===== src/rtl/hazard_scoreboard_if.sv =====
// ID/EX hazard-unit signal bundle: decode operands, EX load info, long-op unit events, stall controls.
interface hazard_scoreboard_if #(
  parameter int unsigned ADDR_W = 5,
  parameter int unsigned CNT_W  = 32
);
  logic [ADDR_W-1:0] id_rs1_addr;
  logic [ADDR_W-1:0] id_rs2_addr;
  logic              id_rs1_used;
  logic              id_rs2_used;
  logic [ADDR_W-1:0] id_rd_addr;
  logic              id_rd_we;
  logic              id_is_long;
  logic              ex_valid;
  logic              ex_mem_read;
  logic [ADDR_W-1:0] ex_rd_addr;
  logic              long_issue;
  logic [ADDR_W-1:0] long_issue_rd;
  logic              long_wb_valid;
  logic [ADDR_W-1:0] long_wb_rd;
  logic              dmem_stall;
  logic              flush;
  logic              id_bubble;
  logic              id_reg_we;
  logic              pc_we;
  logic              pending_full;
  logic [CNT_W-1:0]  bubble_cnt;

  modport master (
    output id_rs1_addr, id_rs2_addr, id_rs1_used, id_rs2_used, id_rd_addr, id_rd_we,
           id_is_long, ex_valid, ex_mem_read, ex_rd_addr, long_issue, long_issue_rd,
           long_wb_valid, long_wb_rd, dmem_stall, flush,
    input  id_bubble, id_reg_we, pc_we, pending_full, bubble_cnt
  );

  modport slave (
    input  id_rs1_addr, id_rs2_addr, id_rs1_used, id_rs2_used, id_rd_addr, id_rd_we,
           id_is_long, ex_valid, ex_mem_read, ex_rd_addr, long_issue, long_issue_rd,
           long_wb_valid, long_wb_rd, dmem_stall, flush,
    output id_bubble, id_reg_we, pc_we, pending_full, bubble_cnt
  );
endinterface


===== src/rtl/hazard_scoreboard.sv =====
// ID-stage hazard unit: load-use stall counter, long-op pending scoreboard (RAW/WAW/structural),
// memory freeze and flush priority, saturating bubble-cycle counter.
module hazard_scoreboard #(
  parameter int unsigned NUM_REGS        = 32,
  parameter int unsigned ADDR_W          = 5,
  parameter int unsigned LOAD_USE_CYCLES = 1,
  parameter int unsigned MAX_PENDING     = 2,
  parameter int unsigned CNT_W           = 32
) (
  input  logic               clk,
  input  logic               rst,
  hazard_scoreboard_if.slave bus
);
  localparam int unsigned     PC_W      = $clog2(MAX_PENDING + 1);
  localparam int unsigned     LU_W      = 3;
  localparam logic [LU_W-1:0] LU_RELOAD = LU_W'(LOAD_USE_CYCLES - 1);
  localparam logic [PC_W-1:0] PEND_MAX  = PC_W'(MAX_PENDING);

  logic [NUM_REGS-1:0] pending, pending_nxt;
  logic [PC_W-1:0]     pend_cnt, pend_cnt_nxt;
  logic [LU_W-1:0]     lu_cnt, lu_cnt_nxt;
  logic [CNT_W-1:0]    bubble_cnt;

  logic [ADDR_W-1:0] rs1, rs2, rd, ex_rd, iss_rd, wb_rd;
  logic lu_hit, lu_haz, raw, waw, structural, hazard;
  logic set_en, clr_en;
  logic bubble_c, id_reg_we_c, pc_we_c;

  assign rs1    = bus.id_rs1_addr;
  assign rs2    = bus.id_rs2_addr;
  assign rd     = bus.id_rd_addr;
  assign ex_rd  = bus.ex_rd_addr;
  assign iss_rd = bus.long_issue_rd;
  assign wb_rd  = bus.long_wb_rd;

  // ID instruction reads a non-zero register a
  function automatic logic src_match(input logic [ADDR_W-1:0] a, input logic [ADDR_W-1:0] s1,
                                     input logic u1, input logic [ADDR_W-1:0] s2, input logic u2);
    return (a != '0) && ((u1 && (s1 == a)) || (u2 && (s2 == a)));
  endfunction

  // Writeback this cycle reaches ID through regfile write-through
  function automatic logic wb_covers(input logic [ADDR_W-1:0] a, input logic v,
                                     input logic [ADDR_W-1:0] w);
    return v && (w == a);
  endfunction

  always_comb begin
    lu_hit = bus.ex_valid && bus.ex_mem_read && (lu_cnt == '0) &&
             src_match(ex_rd, rs1, bus.id_rs1_used, rs2, bus.id_rs2_used);
    lu_haz = lu_hit || (lu_cnt != '0);
    raw = (bus.id_rs1_used && (rs1 != '0) && pending[rs1] &&
           !wb_covers(rs1, bus.long_wb_valid, wb_rd)) ||
          (bus.id_rs2_used && (rs2 != '0) && pending[rs2] &&
           !wb_covers(rs2, bus.long_wb_valid, wb_rd));
    waw = bus.id_rd_we && (rd != '0) && pending[rd] && !wb_covers(rd, bus.long_wb_valid, wb_rd);
    structural = bus.id_is_long && (pend_cnt == PEND_MAX) && !bus.long_wb_valid;
    hazard = lu_haz || raw || waw || structural;
  end

  // Pipeline control, freeze > flush > hazard; reset forces free-running
  always_comb begin
    bubble_c    = 1'b0;
    id_reg_we_c = 1'b1;
    pc_we_c     = 1'b1;
    if (!rst) begin
      if (bus.dmem_stall) begin
        id_reg_we_c = 1'b0;
        pc_we_c     = 1'b0;
      end else if (bus.flush) begin
        bubble_c = 1'b1;
      end else if (hazard) begin
        bubble_c    = 1'b1;
        id_reg_we_c = 1'b0;
        pc_we_c     = 1'b0;
      end
    end
  end

  always_comb begin
    lu_cnt_nxt = lu_cnt;
    if (!bus.dmem_stall) begin
      if (bus.flush)             lu_cnt_nxt = '0;
      else if (lu_hit)           lu_cnt_nxt = LU_RELOAD;
      else if (lu_cnt != '0)     lu_cnt_nxt = lu_cnt - LU_W'(1);
    end
  end

  // Scoreboard runs regardless of freeze/flush; same-register set beats clear
  always_comb begin
    set_en      = bus.long_issue && (iss_rd != '0);
    clr_en      = bus.long_wb_valid && pending[wb_rd];
    pending_nxt = pending;
    if (clr_en) pending_nxt[wb_rd]  = 1'b0;
    if (set_en) pending_nxt[iss_rd] = 1'b1;
    pend_cnt_nxt = pend_cnt;
    if (set_en && !clr_en && (pend_cnt != PEND_MAX))
      pend_cnt_nxt = pend_cnt + PC_W'(1);
    else if (clr_en && !set_en && (pend_cnt != '0))
      pend_cnt_nxt = pend_cnt - PC_W'(1);
  end

  always_ff @(posedge clk) begin
    if (rst) begin
      pending    <= '0;
      pend_cnt   <= '0;
      lu_cnt     <= '0;
      bubble_cnt <= '0;
    end else begin
      pending  <= pending_nxt;
      pend_cnt <= pend_cnt_nxt;
      lu_cnt   <= lu_cnt_nxt;
      if (bubble_c && (bubble_cnt != '1)) bubble_cnt <= bubble_cnt + CNT_W'(1);
    end
  end

  assign bus.id_bubble    = bubble_c;
  assign bus.id_reg_we    = id_reg_we_c;
  assign bus.pc_we        = pc_we_c;
  assign bus.pending_full = (pend_cnt == PEND_MAX);
  assign bus.bubble_cnt   = bubble_cnt;
endmodule


===== src/flat_wrapper.sv =====
// flat-port wrapper written by rule: the top's interface ports become plain ports
module hazard_scoreboard_flat 
#(
  parameter int unsigned NUM_REGS        = 32,
  parameter int unsigned ADDR_W          = 5,
  parameter int unsigned LOAD_USE_CYCLES = 1,
  parameter int unsigned MAX_PENDING     = 2,
  parameter int unsigned CNT_W           = 32
)
  (clk, rst, bus_id_rs1_addr, bus_id_rs2_addr, bus_id_rs1_used, bus_id_rs2_used, bus_id_rd_addr, bus_id_rd_we, bus_id_is_long, bus_ex_valid, bus_ex_mem_read, bus_ex_rd_addr, bus_long_issue, bus_long_issue_rd, bus_long_wb_valid, bus_long_wb_rd, bus_dmem_stall, bus_flush, bus_id_bubble, bus_id_reg_we, bus_pc_we, bus_pending_full, bus_bubble_cnt);
  hazard_scoreboard_if #(.ADDR_W(ADDR_W), .CNT_W(CNT_W)) bus_i ();
  input  logic clk;
  input  logic rst;
  input wire logic [$bits(bus_i.id_rs1_addr)-1:0] bus_id_rs1_addr;
  input wire logic [$bits(bus_i.id_rs2_addr)-1:0] bus_id_rs2_addr;
  input wire logic [$bits(bus_i.id_rs1_used)-1:0] bus_id_rs1_used;
  input wire logic [$bits(bus_i.id_rs2_used)-1:0] bus_id_rs2_used;
  input wire logic [$bits(bus_i.id_rd_addr)-1:0] bus_id_rd_addr;
  input wire logic [$bits(bus_i.id_rd_we)-1:0] bus_id_rd_we;
  input wire logic [$bits(bus_i.id_is_long)-1:0] bus_id_is_long;
  input wire logic [$bits(bus_i.ex_valid)-1:0] bus_ex_valid;
  input wire logic [$bits(bus_i.ex_mem_read)-1:0] bus_ex_mem_read;
  input wire logic [$bits(bus_i.ex_rd_addr)-1:0] bus_ex_rd_addr;
  input wire logic [$bits(bus_i.long_issue)-1:0] bus_long_issue;
  input wire logic [$bits(bus_i.long_issue_rd)-1:0] bus_long_issue_rd;
  input wire logic [$bits(bus_i.long_wb_valid)-1:0] bus_long_wb_valid;
  input wire logic [$bits(bus_i.long_wb_rd)-1:0] bus_long_wb_rd;
  input wire logic [$bits(bus_i.dmem_stall)-1:0] bus_dmem_stall;
  input wire logic [$bits(bus_i.flush)-1:0] bus_flush;
  output wire logic [$bits(bus_i.id_bubble)-1:0] bus_id_bubble;
  output wire logic [$bits(bus_i.id_reg_we)-1:0] bus_id_reg_we;
  output wire logic [$bits(bus_i.pc_we)-1:0] bus_pc_we;
  output wire logic [$bits(bus_i.pending_full)-1:0] bus_pending_full;
  output wire logic [$bits(bus_i.bubble_cnt)-1:0] bus_bubble_cnt;
  assign bus_i.id_rs1_addr = bus_id_rs1_addr;
  assign bus_i.id_rs2_addr = bus_id_rs2_addr;
  assign bus_i.id_rs1_used = bus_id_rs1_used;
  assign bus_i.id_rs2_used = bus_id_rs2_used;
  assign bus_i.id_rd_addr = bus_id_rd_addr;
  assign bus_i.id_rd_we = bus_id_rd_we;
  assign bus_i.id_is_long = bus_id_is_long;
  assign bus_i.ex_valid = bus_ex_valid;
  assign bus_i.ex_mem_read = bus_ex_mem_read;
  assign bus_i.ex_rd_addr = bus_ex_rd_addr;
  assign bus_i.long_issue = bus_long_issue;
  assign bus_i.long_issue_rd = bus_long_issue_rd;
  assign bus_i.long_wb_valid = bus_long_wb_valid;
  assign bus_i.long_wb_rd = bus_long_wb_rd;
  assign bus_i.dmem_stall = bus_dmem_stall;
  assign bus_i.flush = bus_flush;
  assign bus_id_bubble = bus_i.id_bubble;
  assign bus_id_reg_we = bus_i.id_reg_we;
  assign bus_pc_we = bus_i.pc_we;
  assign bus_pending_full = bus_i.pending_full;
  assign bus_bubble_cnt = bus_i.bubble_cnt;
  hazard_scoreboard #(.NUM_REGS(NUM_REGS), .ADDR_W(ADDR_W), .LOAD_USE_CYCLES(LOAD_USE_CYCLES), .MAX_PENDING(MAX_PENDING), .CNT_W(CNT_W)) u_core (.clk(clk), .rst(rst), .bus(bus_i));
endmodule

===== config.mk =====
export PLATFORM = sky130hd
export DESIGN_NAME = hazard_scoreboard_flat
export DESIGN_NICKNAME = d
export VERILOG_FILES = /design/src/rtl/hazard_scoreboard_if.sv /design/src/rtl/hazard_scoreboard.sv /design/src/flat_wrapper.sv
export SDC_FILE = /design/constraint.sdc
export NUM_CORES = 1
export LEC_CHECK = 0
export ABC_AREA = 1
export BUFFER_PORTS_ARGS = -buffer_cell sky130_fd_sc_hd__buf_4
export CORE_ASPECT_RATIO = 1.75
export CORE_UTILIZATION = 40
export CTS_BUF_LIST = sky130_fd_sc_hd__clkbuf_8
export CTS_CLUSTER_DIAMETER = 150
export CTS_CLUSTER_SIZE = 12
export DETAILED_ROUTE_END_ITERATION = 10
export PLACE_DENSITY = 0.65
export SLEW_MARGIN = 20
export SYNTH_ARGS = -nofsm -noshare
export SYNTH_HDL_FRONTEND = slang
export SYNTH_SLANG_ARGS = --single-unit

===== constraint.sdc =====
create_clock -name clk -period 5.3 [get_ports clk]
set_clock_uncertainty 0.1 [all_clocks]
set_input_delay 1.06 -clock clk [delete_from_list [all_inputs] [get_ports clk]]
set_output_delay 1.06 -clock clk [all_outputs]
set_load 0.1 [all_outputs]

==> impl_metrics.tcl, run 1 <==
set metrics [dict create \
    status "complete, no violations" \
    crit_fanout 11 \
    synth.avg_cell_area_um2 5.47 \
    viasPerCell 5.36 \
    post_cts_resize_count 0 \
    final_common_cell "nand2_1" \
    htreeDepth 3 \
    clock-sinks 69 \
    ir_drop_uv 168 \
    io_pins 78 \
    ctsHoldBuffers 0 \
    post_cts_buffers 0 \
    start_kind "input pin" \
    path_clk_slew_ps 70 \
    die_area_um2 14700 \
    mostFrequentLayoutCells "nand2_1 (344), inv_1 (133), nand3_1 (121)" \
    worst_pin_slew_ps 865 \
    layout.nets 1126 \
    drt_iter0_markers 398 \
    synth_top_family_by_area "simple AND/OR/NAND/NOR gates" \
    crit_cells 15 \
    worstSetupEndpointType "primary output" \
    numPortBuffers 77 \
    holdPathStages 2 \
    yosys.area_share.simple_pct 49.4 \
    p_total_w 0.00130 \
    rsz0062_at_grt "false" \
    worst-setup-path-type "input pin to primary output" \
    fmax_mhz 254 \
    grt_max_degree 60 \
    cellLeakagePower_nw 3.01 \
    area_delta_synth_final_pct 14.1 \
    cpPeakStageDelay_ps 300 \
    gr-total-overflow 0 \
    start_util_pct 41.0 \
    worstHoldPathType "register to register" \
    vias 6765 \
    syn_area_um2 5680 \
    syn-num-nets 1083 \
    drt_pass1_iterations 5 \
    cpMostUsedCell "nand2_1" \
    dieWidth_um 92.1 \
    slew_violations 0 \
    drive_above_1_share_pct 10.9 \
    syn_inst 1038 \
    yosysSeqAreaShare_pct 24.3 \
    grt_use_total_pct 26.5 \
    crit_buf_inv 3 \
    cp_cell_sequence "buf_4, inv_1, nand2_1, nand2_1, nor2_1, nand3_1, nand2_1, nand2_1, nand2_1, nor2_1, nand2_1, nor2_2, o21ai_0, nand2_1, buf_4" \
    routabilityCongestion 1.03 \
    num_rows 57 \
    grt_pass1_wl_um 31000 \
    crit_slowest_cell "buf_4" \
    synth-compound-area-share_pct 11.2 \
    yosys_warnings 0 \
    synth.distinct_cells 28 \
    arrival_ps 2780 \
    fin_crit_ps 3940 \
    cts_root_buffer "clkbuf_8" \
    tritoncts "done" \
    clk_latency_ps 350 \
    core_area_um2 13800 \
    maxCapViolCount 0 \
    hpwl_um 14500 \
    synthAdderAreaFrac_pct 0.661 \
    power_density_nw_per_um2 201 \
    post-route-drc-count 0 \
    antenna_found_initial 0 \
    diodes 0 \
    ant_nets 0 \
    synthMuxAreaShare_pct 0 \
    required_ps 4140 \
    period_share_pct 74.4 \
    critical_path.top_delay_family "simple AND/OR/NAND/NOR gates" \
    reg2regPathDepth 14 \
    slew-limit-headroom_pct 42.1 \
    grt_pass1_vias 6324 \
    routed_wl_um 19500 \
    numCtsBuffers 9 \
    synth_xor_area_share_pct 0.617 \
    tns_ps 0 \
    die_h_um 160 \
    routed_wire_length_per_instance_um 15.4 \
    clk_path_buf_depth 2 \
    hold_viol 0 \
    setup-violations-final 0 \
    ys_seq_elements 69 \
]
[registers in the layout (all words and copies together), names as in the netlist]
signal	cells
u_core.bus.bubble_cnt	32
u_core.pending	32
u_core.lu_cnt	3
u_core.pend_cnt	2
[through the flow]
stage / hold WS [ps] / setup WS, ps / std cells / utilization (%) / cell area, um2
after floorplan: 335 / 491 / 1038 / - / 5680
after global placement: 350 / 1360 / 1247 / 45.2 / 6260
after detailed placement: 353 / 1360 / 1247 / 45.2 / 6260
after CTS: 364 / 1340 / 1263 / 46.8 / 6480
after global routing: 395 / 1170 / 1263 / 46.8 / 6480
final: 362 / 1360 / 1263 / 46.8 / 6480
[routing by layer]
metal  vias to the layer above  wire (um)  GRT usage (%)
met2                       249      10100           48.2
met5                         -          0              0
li1                       3411          -              -
met4                         0       1380           18.7
met1                      3035       7040           27.8
met3                        70        951           3.00
[power by group]
| part | internal [W] | total, W | leakage [nW] | switching [W] |
|---|---|---|---|---|
| combinational | 0.0000791 | 0.000275 | 2.34 | 0.000196 |
| clock | 0.000267 | 0.000494 | 0.106 | 0.000226 |
| sequential | 0.000527 | 0.000535 | 0.558 | 0.00000812 |
| total | 0.000873 | 0.00130 | 3.01 | 0.000430 |
[cell families after synthesis]
| group | count (synthesis) |
|---|---|
| adders and majority gates | 3 |
| and+or+nand+nor | 655 |
| xor gates and xnor gates | 4 |
| AOI/OAI and AO/OA | 116 |
| DFF | 69 |
| buffers and inverters | 191 |
[Yosys cell counts]
| cell | n | area, um2 |
|---|---|---|
| nand4_1 | 38 | 238 |
| a21oi_1 | 41 | 205 |
| o211ai_1 | 5 | 37.5 |
| nor3_1 | 29 | 145 |
| clkinv_1 | 2 | 7.51 |
| o21ai_0 | 21 | 105 |
| nor2_1 | 107 | 402 |
| nor3b_2 | 1 | 12.5 |
| ha_1 | 3 | 37.5 |
| clkbuf_2 | 1 | 5.00 |
| clkbuf_1 | 14 | 52.6 |
| inv_1 | 133 | 499 |
| nand3_2 | 3 | 30.0 |
| xnor2_1 | 1 | 8.76 |
| nor4_1 | 3 | 18.8 |
| nor2_4 | 1 | 11.3 |
| a22oi_1 | 17 | 128 |
| nor2_2 | 6 | 37.5 |
| buf_6 | 1 | 11.3 |
| buf_4 | 8 | 60.1 |
| buf_2 | 24 | 120 |
| nand2_2 | 2 | 12.5 |
| inv_2 | 8 | 30.0 |
| nand2_1 | 344 | 1290 |
| nand3_1 | 121 | 606 |
| xor2_1 | 3 | 26.3 |
| o21ai_1 | 32 | 160 |
| dfxtp_1 | 69 | 1380 |
[area by class of cell]
| cell class | count | area [um2] |
|---|---|---|
| clock buffer | 9 | 124 |
| clock inverter | 7 | 97.6 |
| fill | 1567 | 7350 |
| inverter | 143 | 537 |
| multi-input combinational | 778 | 3520 |
| sequential | 69 | 1380 |
| tap | 177 | 221 |
| timing repair buffer | 80 | 601 |
[worst paths after layout]
check                      startpoint                         to  slack, ps
min reg2reg          u_core.lu_cnt[1]           u_core.lu_cnt[1]        360
min                  u_core.lu_cnt[1]           u_core.lu_cnt[1]        360
max reg2reg  u_core.bus.bubble_cnt[0]  u_core.bus.bubble_cnt[23]       2690
max                bus_id_rs1_addr[1]              bus_id_reg_we       1360
[worst reg2reg max path: cells and delay by family (launching register included)]
kind | cells | cell delay [ps]
DFF | 1 | 400
buffers and inverters | 2 | 410
adders and majority gates | 1 | 200
and+or+nand+nor | 11 | 1400
Power figures use the tool's default switching activity.
==> run 2: changes to the inputs <==
Settings changed: ABC_AREA 1 to 0, PLACE_DENSITY 0.65 to 0.66.
Clock period 5.3 ns to 4.1 ns, I/O delays scaled along.
==> run 2 against run 1 <==
Net effect:
- the run now ends with design-rule violations left
- clock power is essentially flat
- final cell count is 39% lower
- sequential power rose by 28%
- combinational power hardly changed
- die area is 15% lower
- area after synthesis decreased by 15%
- via count shrank 29%
- first-iteration DRC count rose by 19%
- critical path depth decreased by 6
- synthesized cell count decreased by 44%
- critical path type unchanged
- critical endpoint is now bus_id_bubble
- largest cell class unchanged
- largest power group unchanged
==> impl_metrics.tcl, run 2 <==
set metrics [dict create \
    hpwl_um 11600 \
    worstSetupEndpointType "primary output" \
    maxCapViolCount 0 \
    ant_nets 0 \
    area_delta_synth_final_pct 17.4 \
    routabilityCongestion 0.949 \
    numPortBuffers 77 \
    ys_seq_elements 69 \
    cts_root_buffer "clkbuf_8" \
    worstHoldPathType "register to register" \
    required_ps 3180 \
    vias 4797 \
    slew-limit-headroom_pct 34.9 \
    yosysTopAreaCellShare_pct 28.7 \
    start_kind "input pin" \
    tritoncts "done" \
    grt_pass1_vias 4772 \
    path_clk_slew_ps 70 \
    cellLeakagePower_nw 2.07 \
    clock-sinks 69 \
    violations "design-rule violations" \
    instances_no_fill 776 \
    htreeDepth 3 \
    yosys-top-cells-area "dfxtp_1 (29%), mux4_2 (12%), nand2_1 (5.2%)" \
    synth_edf_count 0 \
    syn_area_um2 4820 \
    clk_latency_ps 340 \
    dr_wl_met3_um 796 \
    highest_layer "met4" \
    period_share_pct 98.1 \
    synthAdderAreaFrac_pct 0.779 \
    synth-compound-area-share_pct 16.2 \
    cpPeakStageDelay_ps 480 \
    dp.cells 760 \
    viasPerCell 6.18 \
    gr-total-overflow 0 \
    reg_top3 "u_core.bus.bubble_cnt: 32 flops, u_core.pending: 32 flops, u_core.lu_cnt: 3 flops" \
    crit_fanout 4 \
    setup-violations-final 0 \
    status "finished with violations" \
    die_h_um 147 \
    drt_pass1_iterations 8 \
    slew_violations 0 \
    power_density_nw_per_um2 256 \
    grt_pass1_wl_um 24100 \
    synth_xor_area_share_pct 6.37 \
    fin_crit_ps 4020 \
    worst-setup-path-type "input pin to primary output" \
    numCtsBuffers 9 \
    dieWidth_um 84.9 \
    yosysSeqAreaShare_pct 28.7 \
    routed_wl_um 15200 \
    final_common_cell "buf_4" \
    synth.avg_cell_area_um2 8.33 \
    drt_iter0_markers 475 \
    drive_above_1_share_pct 24.0 \
    num_rows 52 \
    start_util_pct 41.4 \
    rsz0062_at_grt "false" \
    crit_slowest_cell "mux4_2" \
    grt_max_degree 46 \
    p_total_w 0.00145 \
    yosys.area_share.simple_pct 25.6 \
    yosys.area.top_type "dfxtp_1" \
    diodes 0 \
    arrival_ps 3100 \
    async_reset_ff_share_pct 0 \
    filler_cell_count 1162 \
    core_area_um2 11600 \
    clk_path_buf_depth 2 \
    fmax_mhz 249 \
    wl_met2_um 8330 \
    synth_top_family_by_area "simple AND/OR/NAND/NOR gates" \
    antenna_found_initial 0 \
    grt_use_total_pct 24.8 \
    hold_viol 0 \
    synth_ff_type "dfxtp_1" \
    wl_met1_um 5290 \
    mostFrequentLayoutCells "buf_4 (86), dfxtp_1 (69), nand2_1 (67)" \
    synthMuxAreaShare_pct 17.8 \
    synth_most_common_cell "dfxtp_1" \
    die_area_um2 12500 \
    routed_wire_length_per_instance_um 19.6 \
    ir_drop_uv 192 \
    synth.distinct_cells 59 \
    worst_pin_slew_ps 968 \
    yosys_warnings 0 \
    post_cts_buffers 0 \
    cp_cell_sequence "buf_4, mux4_2, mux2_2, a2111o_1, and3_1, a41o_1, o21bai_2, nor2_2, buf_4" \
    cpMostUsedCell "buf_4" \
    layout.nets 681 \
    syn_inst 578 \
    io_pins 78 \
    synth_common_cells "dfxtp_1 (69), nand2_1 (67), nor2_1 (54)" \
    syn-num-nets 623 \
    post-route-drc-count 5 \
]
run 2: cell types whose count changed in the layout (fill, tap and decap cells not counted), moves of 25 or more:
cell / previous run / this run
nand4_1: 38 / 11
nor2_1: 106 / 53
inv_1: 133 / 13
nand2_1: 344 / 67
nand3_1: 121 / 18
o21ai_1: 32 / 2
mux4_2: 0 / 25
run 2: cell type report:
| cell class | count | area, um2 | share of cell area [%] |
|---|---|---|---|
| repair buffers | 86 | 646 | 11.4 |
| clock buffers | 10 | 138 | 2.43 |
| clock inverters | 6 | 38.8 | 0.686 |
| well taps | 135 | 169 | 2.99 |
| flip-flops and latches | 69 | 1380 | 24.4 |
| inverters | 13 | 48.8 | 0.863 |
| multi-input cells | 457 | 3230 | 57.2 |
run 2: worst max-delay path: cells and delay by family:
kind,cells,cell delay [ps]
compound gates,3,920
simple gates,2,240
mux,2,750
buf+inv,2,360
run 2: logic make-up after synthesis:
family	after synthesis
flip-flops	69
AO/OA/AOI/OAI	122
buffers and inverters	52
adder cells (fa/ha/maj)	3
multiplexers	53
AND/OR/NAND/NOR	244
XOR/XNOR	35
run 2: per-layer routing:
layer | vias to the layer above | track usage [%]
met5 | - | 0
met1 | 2299 | 24.7
li1 | 2234 | -
met2 | 209 | 46.9
met4 | 0 | 15.9
met3 | 55 | 3.43
run 2: stage by stage:
| stage | cell area (um2) | TNS, ps | setup slack (ps) | hold slack (ps) | utilization (%) |
|---|---|---|---|---|---|
| finish | 5660 | 0 | 78.6 | 371 | 48.6 |
| global route | 5660 | 0 | 10.1 | 391 | 48.6 |
| CTS | 5650 | 0 | 36.0 | 371 | 48.5 |
| detailed placement | 5480 | 0 | 38.4 | 355 | 47.0 |
| global placement | 5480 | 0 | 40.5 | 352 | 47.0 |
| floorplan | 4830 | -194 | -194 | 337 | - |
run 2: report_power, final:
| group | switching (W) | internal (W) | leakage [nW] | total [W] |
|---|---|---|---|---|
| clock | 0.000259 | 0.000233 | 0.0880 | 0.000492 |
| combinational | 0.000169 | 0.000103 | 1.43 | 0.000272 |
| sequential | 0.00000994 | 0.000677 | 0.557 | 0.000686 |
run 2: repair_timing:
action                                 4_1_cts  5_1_grt
endpoints found under the hold margin        0        0
setup endpoints to repair                    0        1
hold buffers                                 0        0
gates resized for setup                      0        1
run 2: path summary, 6_finish.rpt:
path                                                  end          startpoint  cells past startpoint  slack, ps
worst min-delay path                     u_core.lu_cnt[0]    u_core.lu_cnt[0]                      1        370
worst max register to register  u_core.bus.bubble_cnt[18]  u_core.pending[29]                     10        790
worst min register to register           u_core.lu_cnt[0]    u_core.lu_cnt[0]                      1        370
worst max-delay path                        bus_id_bubble  bus_id_rs1_addr[0]                      9         80
==> run 3: changes to the inputs <==
Settings changed: ABC_CLOCK_PERIOD_IN_PS set to 4100, GPL_TIMING_DRIVEN set to 0, PLACE_DENSITY 0.66 to unset.
==> run 3 against run 2 <==
Net effect:
- the flow still finishes with violations (design-rule violations)
- global-route usage grew 0.91 points
- via count grew 1.2%
- largest power group is now the clock network
- routed wire length grew 2.2%
- sequential share of layout area shrank 0.69 points
- setup slack lost 49 ps
==> impl_metrics.tcl, run 3 (synthesized netlist as in run 2, its figures left out) <==
set metrics [dict create \
    highest_layer "met4" \
    fin_crit_ps 4070 \
    violations "design-rule violations" \
    fmax_mhz 246 \
    hold_ws_ps 367 \
    rr_startpoint "u_core.bus.bubble_cnt[9]" \
    ir_drop_uv 209 \
    final_common_cell "buf_4" \
    rrSetupSlack_ps 710 \
    cts_root_buffer "clkbuf_8" \
    cp_cell_sequence "buf_4, mux4_2, mux2_2, a2111o_1, and3_1, a41o_2, o21bai_4, nor2_2, buf_6" \
    worstSetupEndpointType "primary output" \
    start_util_pct 41.4 \
    crit_cells 9 \
    cellLeakagePower_nw 2.12 \
    dp.cells 780 \
    path_clk_slew_ps 70 \
    drt_iter0_markers 283 \
    diodes 0 \
    post-route-drc-count 8 \
    layout.nets 703 \
    grt_max_degree 12 \
    wl_met1_um 5260 \
    antenna_found_initial 0 \
    die_h_um 147 \
    required_ps 3180 \
    viasPerCell 6.09 \
    grt_use_total_pct 25.7 \
    grt_pass1_vias 4969 \
    numCtsBuffers 9 \
    power_density_nw_per_um2 286 \
    start_kind "input pin" \
    wl_met2_um 8460 \
    reg_top3 "u_core.bus.bubble_cnt: 32 flops, u_core.pending: 32 flops, u_core.lu_cnt: 3 flops" \
    slew-limit-headroom_pct 25.0 \
    crit_fanout 5 \
    core_area_um2 11600 \
    reg2regPathDepth 7 \
    htreeDepth 3 \
    io_pins 78 \
    worstHoldPathType "register to register" \
    critical_path.top_delay_family "compound AO/OA/AOI/OAI gates" \
    num_rows 52 \
    mostFrequentLayoutCells "buf_4 (72), dfxtp_1 (69), nand2_1 (67)" \
    ant_nets 0 \
    dieWidth_um 84.9 \
    rsz0062_at_grt "false" \
    clk_latency_ps 350 \
    clk_path_buf_depth 2 \
    setup_ws_ps 29.8 \
    worst_pin_slew_ps 1120 \
    area_delta_synth_final_pct 20.8 \
    numPortBuffers 67 \
    clock-sinks 69 \
    slew_violations 0 \
    dr_wl_met3_um 840 \
    hold_viol 0 \
    arrival_ps 3150 \
    routabilityCongestion 0.919 \
    die_area_um2 12500 \
    tritoncts "done" \
    vias 4856 \
    endpoint "bus_id_bubble" \
    routed_wl_um 15600 \
    setup-violations-final 0 \
    grt_pass1_wl_um 24800 \
    maxCapViolCount 0 \
    drt_pass1_iterations 9 \
    status "finished with violations" \
    gr-total-overflow 0 \
    worst-setup-path-type "input pin to primary output" \
    drive_above_1_share_pct 22.8 \
    period_share_pct 99.3 \
    cpPeakStageDelay_ps 520 \
    p_total_w 0.00167 \
    hpwl_um 12200 \
    postLayoutCellArea_um2 5820 \
    placed_cell_area_um2 5500 \
    routed_wire_length_per_instance_um 19.5 \
    timing.rr.end "u_core.bus.bubble_cnt[18]" \
    crit_buf_inv 2 \
    crit_slowest_cell "mux4_2" \
    dp_slack_ps -353 \
    instances_no_fill 797 \
    startpoint "bus_id_rs1_addr[0]" \
]
run 3: cell types whose count changed in the layout (fill, tap and decap cells not counted), moves of 2 or more:
cell and change:
clkinvlp_4 -2, bufinv_16 +3, buf_1 +4, clkinv_2 -2, buf_2 +4, clkbuf_1 +23, buf_4 -14, buf_6 +3
run 3: repair_timing:
action,4_1_cts,5_1_grt
resized for setup,7,6
setup buffers,0,3
hold buffers,0,0
pin swaps,1,1
setup endpoints to repair,3,3
run 3: where the power goes:
part / internal, W / total, W / switching (W) / leakage (nW)
clock: 0.000433 / 0.000696 / 0.000263 / 0.125
combinational: 0.000107 / 0.000285 / 0.000177 / 1.44
sequential: 0.000677 / 0.000686 / 0.00000943 / 0.557
run 3: area by class of cell:
type                    count  area (um2)
fillers                  1135        5830
multi-input cells         457        3270
flip-flops and latches     69        1380
repair buffers             70         533
plain buffers              38         175
well taps                 135         169
clock buffers              11         151
clock inverters             4        95.1
inverters                  13        48.8
run 3: per-stage QoR:
step           setup TNS, ps  utilization [%]
6_report                   0             50.0
5_1_grt                    0             50.0
4_1_cts                    0             49.6
3_5_place_dp            -437             47.3
3_3_place_gp            -416             47.3
2_1_floorplan           -194                -
run 3: layer usage:
layer	GRT usage (%)	vias to the layer above
li1	-	2279
met1	24.8	2292
met2	47.6	222
met3	4.72	63
met4	18.8	0
met5	0	-
run 3: worst min path at each step:
stage	startpoint	endpoint	slack [ps]	cells after the start
6_report	u_core.lu_cnt[0]	u_core.lu_cnt[0]	370	1
5_1_grt	u_core.lu_cnt[0]	u_core.lu_cnt[0]	400	1
4_1_cts	u_core.lu_cnt[0]	u_core.lu_cnt[0]	370	1
3_5_place_dp	u_core.lu_cnt[0]	u_core.lu_cnt[0]	350	1
3_3_place_gp	u_core.lu_cnt[0]	u_core.lu_cnt[0]	350	1
2_1_floorplan	u_core.lu_cnt[0]	u_core.lu_cnt[0]	340	1
